File: src/rtl/tetris_pkg.sv
// rtl/tetris_pkg.sv - shared constants and types for the falling-piece sequencer
package tetris_pkg;

   localparam int BOARD_W = 10;
   localparam int BOARD_H = 20;
   localparam int SPAWN_X = 3;
   localparam int SPAWN_Y = 0;

   localparam logic [1:0] OP_LEFT  = 2'd0;
   localparam logic [1:0] OP_RIGHT = 2'd1;
   localparam logic [1:0] OP_ROT   = 2'd2;
   localparam logic [1:0] OP_DOWN  = 2'd3;

   localparam logic [2:0] SHAPE_O = 3'd0;
   localparam logic [2:0] SHAPE_I = 3'd1;
   localparam logic [2:0] SHAPE_J = 3'd2;
   localparam logic [2:0] SHAPE_L = 3'd3;
   localparam logic [2:0] SHAPE_S = 3'd4;
   localparam logic [2:0] SHAPE_T = 3'd5;
   localparam logic [2:0] SHAPE_Z = 3'd6;

   typedef enum logic [1:0] {IDLE, CHECK, WAIT, RESP} state_e;

endpackage

File: src/rtl/tetris_piece_offsets.sv
// rtl/tetris_piece_offsets.sv - cell offsets of each tetromino shape and rotation
// Cell k occupies dx[2k+1:2k], dy[2k+1:2k] relative to the pose origin.
module tetris_piece_offsets (
   input  logic [2:0] shape,
   input  logic [1:0] rot,
   output logic [7:0] dx,
   output logic [7:0] dy
);
   import tetris_pkg::*;

   // four {dx,dy} nibbles, cell 0 in the top nibble
   logic [15:0] cells;

   always_comb begin
      cells = 16'h0000;
      case (shape)
         SHAPE_O: cells = 16'h596A;
         SHAPE_I: cells = rot[0] ? 16'h048C : 16'h0123;
         SHAPE_J: begin
            case (rot)
               2'd0:    cells = 16'h0159;
               2'd1:    cells = 16'h4856;
               2'd2:    cells = 16'h159A;
               default: cells = 16'h4526;
            endcase
         end
         SHAPE_L: begin
            case (rot)
               2'd0:    cells = 16'h8159;
               2'd1:    cells = 16'h456A;
               2'd2:    cells = 16'h1592;
               default: cells = 16'h0456;
            endcase
         end
         SHAPE_S: cells = rot[0] ? 16'h459A : 16'h4815;
         SHAPE_T: begin
            case (rot)
               2'd0:    cells = 16'h4159;
               2'd1:    cells = 16'h4596;
               2'd2:    cells = 16'h1596;
               default: cells = 16'h4156;
            endcase
         end
         SHAPE_Z: cells = rot[0] ? 16'h8596 : 16'h0459;
         default: cells = 16'h0000;
      endcase

      dx = 8'h00;
      dy = 8'h00;
      for (int k = 0; k < 4; k++) begin
         dx[2*k +: 2] = cells[15-4*k -: 2];
         dy[2*k +: 2] = cells[13-4*k -: 2];
      end
   end

endmodule

File: src/rtl/tetris_piece_controller.sv
// rtl/tetris_piece_controller.sv - active-piece sequencer: spawn/move/rotate/drop with board collision probe
// Each request expands the candidate pose to four cells and probes them over a one-cycle board read port.
module tetris_piece_controller #(
   parameter int BOARD_W = tetris_pkg::BOARD_W,
   parameter int BOARD_H = tetris_pkg::BOARD_H,
   parameter int SPAWN_X = tetris_pkg::SPAWN_X,
   parameter int SPAWN_Y = tetris_pkg::SPAWN_Y
) (
   input  logic       clk,
   input  logic       resetn,
   input  logic       spawn_valid,
   input  logic [2:0] spawn_shape,
   input  logic       cmd_valid,
   input  logic [1:0] cmd_op,
   output logic       cmd_ready,
   output logic       rd_en,
   output logic [3:0] rd_x,
   output logic [4:0] rd_y,
   input  logic       rd_occ,
   output logic       piece_valid,
   output logic [3:0] piece_x,
   output logic [4:0] piece_y,
   output logic [1:0] piece_rot,
   output logic [2:0] piece_shape,
   output logic       done,
   output logic       blocked,
   output logic       lock,
   output logic       game_over
);
   import tetris_pkg::*;

   localparam logic signed [5:0] W_LIM = 6'(BOARD_W);
   localparam logic signed [5:0] H_LIM = 6'(BOARD_H);
   localparam logic signed [5:0] SP_X  = 6'(SPAWN_X);
   localparam logic signed [5:0] SP_Y  = 6'(SPAWN_Y);

   state_e            state_q, state_d;
   logic [1:0]        k_q, k_d;
   logic signed [5:0] cand_x_q, cand_x_d, cand_y_q, cand_y_d;
   logic [1:0]        cand_rot_q, cand_rot_d;
   logic [2:0]        cand_shape_q, cand_shape_d;
   logic              is_spawn_q, is_spawn_d, is_down_q, is_down_d;
   logic              inv_q, inv_d, blk_q, blk_d, pend_q, pend_d;
   logic              cmd_ready_q, cmd_ready_d, rd_en_q, rd_en_d;
   logic [3:0]        rd_x_q, rd_x_d;
   logic [4:0]        rd_y_q, rd_y_d;
   logic              piece_valid_q, piece_valid_d;
   logic [3:0]        piece_x_q, piece_x_d;
   logic [4:0]        piece_y_q, piece_y_d;
   logic [1:0]        piece_rot_q, piece_rot_d;
   logic [2:0]        piece_shape_q, piece_shape_d;
   logic              done_q, done_d, blocked_q, blocked_d;
   logic              lock_q, lock_d, game_over_q, game_over_d;

   logic [7:0]        off_dx, off_dy;
   logic              accept, probe, oob, fail;
   logic [1:0]        sel;
   logic signed [5:0] cell_x, cell_y;

   // fed by the next candidate so the first cell can be addressed at accept
   tetris_piece_offsets u_offsets (
      .shape (cand_shape_d),
      .rot   (cand_rot_d),
      .dx    (off_dx),
      .dy    (off_dy)
   );

   always_comb begin
      state_d       = state_q;
      k_d           = k_q;
      cand_x_d      = cand_x_q;
      cand_y_d      = cand_y_q;
      cand_rot_d    = cand_rot_q;
      cand_shape_d  = cand_shape_q;
      is_spawn_d    = is_spawn_q;
      is_down_d     = is_down_q;
      inv_d         = inv_q;
      piece_valid_d = piece_valid_q;
      piece_x_d     = piece_x_q;
      piece_y_d     = piece_y_q;
      piece_rot_d   = piece_rot_q;
      piece_shape_d = piece_shape_q;
      game_over_d   = game_over_q;
      done_d        = 1'b0;
      blocked_d     = 1'b0;
      lock_d        = 1'b0;
      accept        = 1'b0;
      probe         = 1'b0;
      sel           = 2'd0;
      fail          = blk_q | (pend_q & rd_occ) | inv_q;

      case (state_q)
         IDLE: begin
            if (cmd_ready_q && (spawn_valid || cmd_valid)) begin
               accept  = 1'b1;
               probe   = 1'b1;
               state_d = CHECK;
               k_d     = 2'd0;
               if (spawn_valid) begin
                  cand_x_d     = SP_X;
                  cand_y_d     = SP_Y;
                  cand_rot_d   = 2'd0;
                  cand_shape_d = spawn_shape;
                  is_spawn_d   = 1'b1;
                  is_down_d    = 1'b0;
                  inv_d        = (spawn_shape == 3'd7);
               end else begin
                  cand_x_d     = $signed({2'b00, piece_x_q});
                  cand_y_d     = $signed({1'b0, piece_y_q});
                  cand_rot_d   = piece_rot_q;
                  cand_shape_d = piece_shape_q;
                  is_spawn_d   = 1'b0;
                  is_down_d    = (cmd_op == OP_DOWN);
                  inv_d        = ~piece_valid_q;
                  case (cmd_op)
                     OP_LEFT:  cand_x_d   = cand_x_d - 6'sd1;
                     OP_RIGHT: cand_x_d   = cand_x_d + 6'sd1;
                     OP_ROT:   cand_rot_d = piece_rot_q + 2'd1;
                     default:  cand_y_d   = cand_y_d + 6'sd1;
                  endcase
               end
            end
         end
         CHECK: begin
            k_d = k_q + 2'd1;
            if (k_q == 2'd3) begin
               state_d = WAIT;
            end else begin
               probe = 1'b1;
               sel   = k_q + 2'd1;
            end
         end
         WAIT: begin
            state_d   = RESP;
            done_d    = 1'b1;
            blocked_d = fail;
            if (!fail) begin
               piece_valid_d = 1'b1;
               piece_x_d     = cand_x_q[3:0];
               piece_y_d     = cand_y_q[4:0];
               piece_rot_d   = cand_rot_q;
               piece_shape_d = cand_shape_q;
            end else if (!inv_q) begin
               if (is_spawn_q) begin
                  game_over_d   = 1'b1;
                  piece_valid_d = 1'b0;
               end else if (is_down_q) begin
                  lock_d        = 1'b1;
                  piece_valid_d = 1'b0;
               end
            end
         end
         RESP:    state_d = IDLE;
         default: state_d = IDLE;
      endcase

      cmd_ready_d = (state_d == IDLE) && !game_over_d;
   end

   // out-of-bounds cells are blocked without a board read
   always_comb begin
      cell_x  = cand_x_d + $signed({4'b0000, off_dx[{sel, 1'b0} +: 2]});
      cell_y  = cand_y_d + $signed({4'b0000, off_dy[{sel, 1'b0} +: 2]});
      oob     = (cell_x < 6'sd0) || (cell_x >= W_LIM) || (cell_y >= H_LIM);
      rd_en_d = probe && !oob && !inv_d;
      rd_x_d  = rd_en_d ? cell_x[3:0] : 4'd0;
      rd_y_d  = rd_en_d ? cell_y[4:0] : 5'd0;
      pend_d  = rd_en_q;
      if (accept)
         blk_d = oob;
      else if (state_q == CHECK)
         blk_d = blk_q | (pend_q & rd_occ) | (probe & oob);
      else
         blk_d = blk_q;
   end

   always_ff @(posedge clk) begin
      if (!resetn) begin
         state_q       <= IDLE;
         k_q           <= 2'd0;
         cand_x_q      <= 6'sd0;
         cand_y_q      <= 6'sd0;
         cand_rot_q    <= 2'd0;
         cand_shape_q  <= 3'd0;
         is_spawn_q    <= 1'b0;
         is_down_q     <= 1'b0;
         inv_q         <= 1'b0;
         blk_q         <= 1'b0;
         pend_q        <= 1'b0;
         cmd_ready_q   <= 1'b0;
         rd_en_q       <= 1'b0;
         rd_x_q        <= 4'd0;
         rd_y_q        <= 5'd0;
         piece_valid_q <= 1'b0;
         piece_x_q     <= 4'd0;
         piece_y_q     <= 5'd0;
         piece_rot_q   <= 2'd0;
         piece_shape_q <= 3'd0;
         done_q        <= 1'b0;
         blocked_q     <= 1'b0;
         lock_q        <= 1'b0;
         game_over_q   <= 1'b0;
      end else begin
         state_q       <= state_d;
         k_q           <= k_d;
         cand_x_q      <= cand_x_d;
         cand_y_q      <= cand_y_d;
         cand_rot_q    <= cand_rot_d;
         cand_shape_q  <= cand_shape_d;
         is_spawn_q    <= is_spawn_d;
         is_down_q     <= is_down_d;
         inv_q         <= inv_d;
         blk_q         <= blk_d;
         pend_q        <= pend_d;
         cmd_ready_q   <= cmd_ready_d;
         rd_en_q       <= rd_en_d;
         rd_x_q        <= rd_x_d;
         rd_y_q        <= rd_y_d;
         piece_valid_q <= piece_valid_d;
         piece_x_q     <= piece_x_d;
         piece_y_q     <= piece_y_d;
         piece_rot_q   <= piece_rot_d;
         piece_shape_q <= piece_shape_d;
         done_q        <= done_d;
         blocked_q     <= blocked_d;
         lock_q        <= lock_d;
         game_over_q   <= game_over_d;
      end
   end

   assign cmd_ready   = cmd_ready_q;
   assign rd_en       = rd_en_q;
   assign rd_x        = rd_x_q;
   assign rd_y        = rd_y_q;
   assign piece_valid = piece_valid_q;
   assign piece_x     = piece_x_q;
   assign piece_y     = piece_y_q;
   assign piece_rot   = piece_rot_q;
   assign piece_shape = piece_shape_q;
   assign done        = done_q;
   assign blocked     = blocked_q;
   assign lock        = lock_q;
   assign game_over   = game_over_q;

endmodule
File: config.mk
export PLATFORM = sky130hd
export DESIGN_NAME = tetris_piece_controller
export DESIGN_NICKNAME = d
export VERILOG_FILES = /design/src/rtl/tetris_pkg.sv /design/src/rtl/tetris_piece_offsets.sv /design/src/rtl/tetris_piece_controller.sv
export SDC_FILE = /design/constraint.sdc
export NUM_CORES = 1
export LEC_CHECK = 0
export ABC_AREA = 1
export CELL_PAD_IN_SITES_DETAIL_PLACEMENT = 1
export CELL_PAD_IN_SITES_GLOBAL_PLACEMENT = 1
export CORE_MARGIN = 4
export CORE_UTILIZATION = 43
export DETAILED_ROUTE_END_ITERATION = 10
export PLACE_DENSITY_LB_ADDON = 0.15
export RECOVER_POWER = 25
export SLEW_MARGIN = 20
export SYNTH_ARGS = -nofsm -noshare
export SYNTH_HDL_FRONTEND = slang
export SYNTH_SLANG_ARGS = --single-unit
File: constraint.sdc
create_clock -name clk -period 7.7 [get_ports clk]
set_clock_uncertainty 0.1 [all_clocks]
set_input_delay 1.155 -clock clk [delete_from_list [all_inputs] [get_ports clk]]
set_output_delay 1.155 -clock clk [all_outputs]
set_load 0.01 [all_outputs]
==> results.json <==
{
  "startpoint_type": "input pin",
  "synth_warnings": 0,
  "pwr-share-comb": 0.213,
  "drive_above_1_share": 0.0696,
  "setup_slack_ns": 2.37,
  "mostFrequentLayoutCells": "nand2_1, nor2_1, inv_1",
  "status": "finished clean",
  "period_share": 0.693,
  "ys_async_sr_fraction": 0,
  "clk_pin_slew_worst_paths_ns": 0.10,
  "cp_data_required_time_ns": 7.83,
  "area_delta_synth_final_pct": 18.2,
  "grt_pass1_vias": 3355,
  "synth_edf_count": 0,
  "rows": 31,
  "slowest_delay_ns": 0.60,
  "synth.avg_cell_area_um2": 6.77,
  "ys_seq_area_frac": 0.346,
  "p_total_uw": 652,
  "critical_path_class": "in -> reg",
  "sw_frac_of_total": 0.303,
  "place.gp.congestion": 0.965,
  "tightest_slew_ns": 0.863,
  "hold_buffers": 0,
  "hold_viol": 0,
  "start_util": 0.445,
  "place_ws_ns": 2.33,
  "cts_root_buf": "clkbuf_8",
  "overflow": 0,
  "p_sw_uw": 197,
  "slew-limit-headroom": 0.423,
  "setup_viol": 0,
  "cts.sinks": 56,
  "highest-signal-layer": "met4",
  "yosysUniqueCellTypes": 40,
  "path_buf_inv": 4,
  "rsz0062_at_grt": "false",
  "fin_setup_tns_ns": 0,
  "cts_setup_buffers": 0,
  "cap_violations": 0,
  "drt_iter0_markers": 175,
  "p_per_area_nw_per_um2": 170,
  "core_um2": 7290,
  "wl_per_cell_um": 15.9,
  "final_nets": 543,
  "slowest_stage": "nand3_1",
  "die_y_um": 94.8,
  "clk_latency_ns": 0.31,
  "period_minus_slack_ns": 5.33,
  "hpwl_um": 7620,
  "io_pins": 40,
  "antenna_left": 0,
  "grt_max_degree": 28,
  "drtPass1Iterations": 4,
  "drc": 0,
  "via_per_inst": 5.23,
  "grt.total_usage": 0.233,
  "critPathCaptureType": "register",
  "cts-root-to-sink-buffers": 2,
  "synth-main-ff-cell": "dfxtp_1",
  "met3_length_um": 374,
  "cp_top_family": "simple AND/OR/NAND/NOR gates",
  "ir_worst_vdd_v": 0.0000878,
  "die_w_um": 94.8,
  "syn-cell-area_um2": 3240,
  "dieArea_um2": 9000,
  "postCtsResizedCells": 0,
  "hold_path.class": "reg -> reg",
  "p_int_uw": 455,
  "final_common_cell": "nand2_1",
  "htreeDepth": 2,
  "portBuffers": 39,
  "synth_cells": 479,
  "antenna_found_initial": 0,
  "fmax_ghz": 0.188,
  "crit_top_cell": "nand2_1",
  "pwr-share-seq": 0.472,
  "vias": 3223,
  "grt_pass1_wl_um": 16400,
  "slew_violations": 0,
  "ys_ff_latch": 56,
  "syn_nets": 506,
  "worst_ep_arrival_time_ns": 5.46,
  "cts_tree": "yes",
  "clkPwrFrac": 0.315,
  "hold_ws_ns": 0.385,
  "wirelength_um": 9800,
  "wl_met2_um": 4440,
  "met1_length_um": 4740,
  "fin_util": 0.526,
  "cts_inserted_buffers": 5,
  "cp_max_fo": 22,
  "p_leak_uw": 0.00181,
  "antennaDiodeCount": 0
}
## per-layer routing
layer / global-route usage / vias to the layer above
li1: - / 1596
met1: 0.308 / 1515
met2: 0.390 / 86
met3: 0.0351 / 26
met4: 0.0757 / 0
met5: 0 / -
## layout make-up
cell class,instances,area (um^2)
inverters,66,248
flip-flops and latches,56,1120
repair buffers,39,390
multi-input cells,348,1830
clock inverters,2,38.8
clock buffers,6,82.6
well taps,99,124
fillers,1011,3460
## state kept, by name (all words and copies together), names as in the netlist, 3 cells and up
name,count
piece_y,5
cand_shape_q,3
cand_x_q,6
piece_x,4
piece_shape,3
rd_y,5
cand_y_q,6
rd_x,4
## tightest hold or removal path: stages, from the launching register on
cell and delay, ns:
dfxtp_1 0.33, inv_1 0.07, a21oi_1 0.05
## final timing paths
| kind | from | endpoint | slack [ns] | depth (start not counted) |
|---|---|---|---|---|
| worst max-delay path | cmd_valid | rd_y[4] | 2.37 | 25 |
| worst min-delay path | piece_shape[0] | piece_shape[0] | 0.39 | 2 |
| worst max register to register | state_q[1] | rd_y[4] | 3.28 | 23 |
| worst min register to register | piece_shape[0] | piece_shape[0] | 0.39 | 2 |
## cell families (layout without fill, tap and decap cells)
kind of cell | count (synthesis) | count (layout) | share of synthesized area
compound gates | 70 | 70 | 0.119
xor+xnor | 5 | 5 | 0.0135
fa+ha+maj | 17 | 17 | 0.0702
buf+inv | 75 | 113 | 0.0887
flops | 56 | 56 | 0.346
mux | 1 | 1 | 0.00309
simple gates | 255 | 255 | 0.360
## stage by stage
stage / cells / area [um^2]
after floorplan: 479 / 3240
after global placement: 608 / 3720
after detailed placement: 608 / 3720
after CTS: 616 / 3840
after global routing: 616 / 3830
final: 616 / 3830
## power groups by stage
stage	Sequential [uW]	Clock, uW	Combinational [uW]
finish	308	205	139
global route	309	219	156
CTS	308	208	140
detailed placement	315	0	139
global placement	314	0	135
floorplan	314	0	92.8
## Yosys cell counts (2+ instances only)
master	instances	area share
nor3_1	5	0.0077
fa_1	2	0.012
nor2_1	84	0.097
clkbuf_1	6	0.0069
inv_1	60	0.069
a21oi_1	26	0.040
nand2_2	3	0.0058
nand2_1	99	0.11
nand4_1	5	0.0096
xor2_1	4	0.011
ha_1	15	0.058
o21a_1	4	0.0093
or2_2	3	0.0058
nand3b_1	2	0.0046
nor2_2	5	0.0096
o21ai_0	28	0.043
nor2_4	6	0.021
inv_2	5	0.0058
buf_2	2	0.0031
dfxtp_1	56	0.35
o22ai_1	4	0.0077
nor3b_1	2	0.0046
nand3_2	4	0.012
nand3_1	33	0.051
Power figures use the tool's default switching activity.
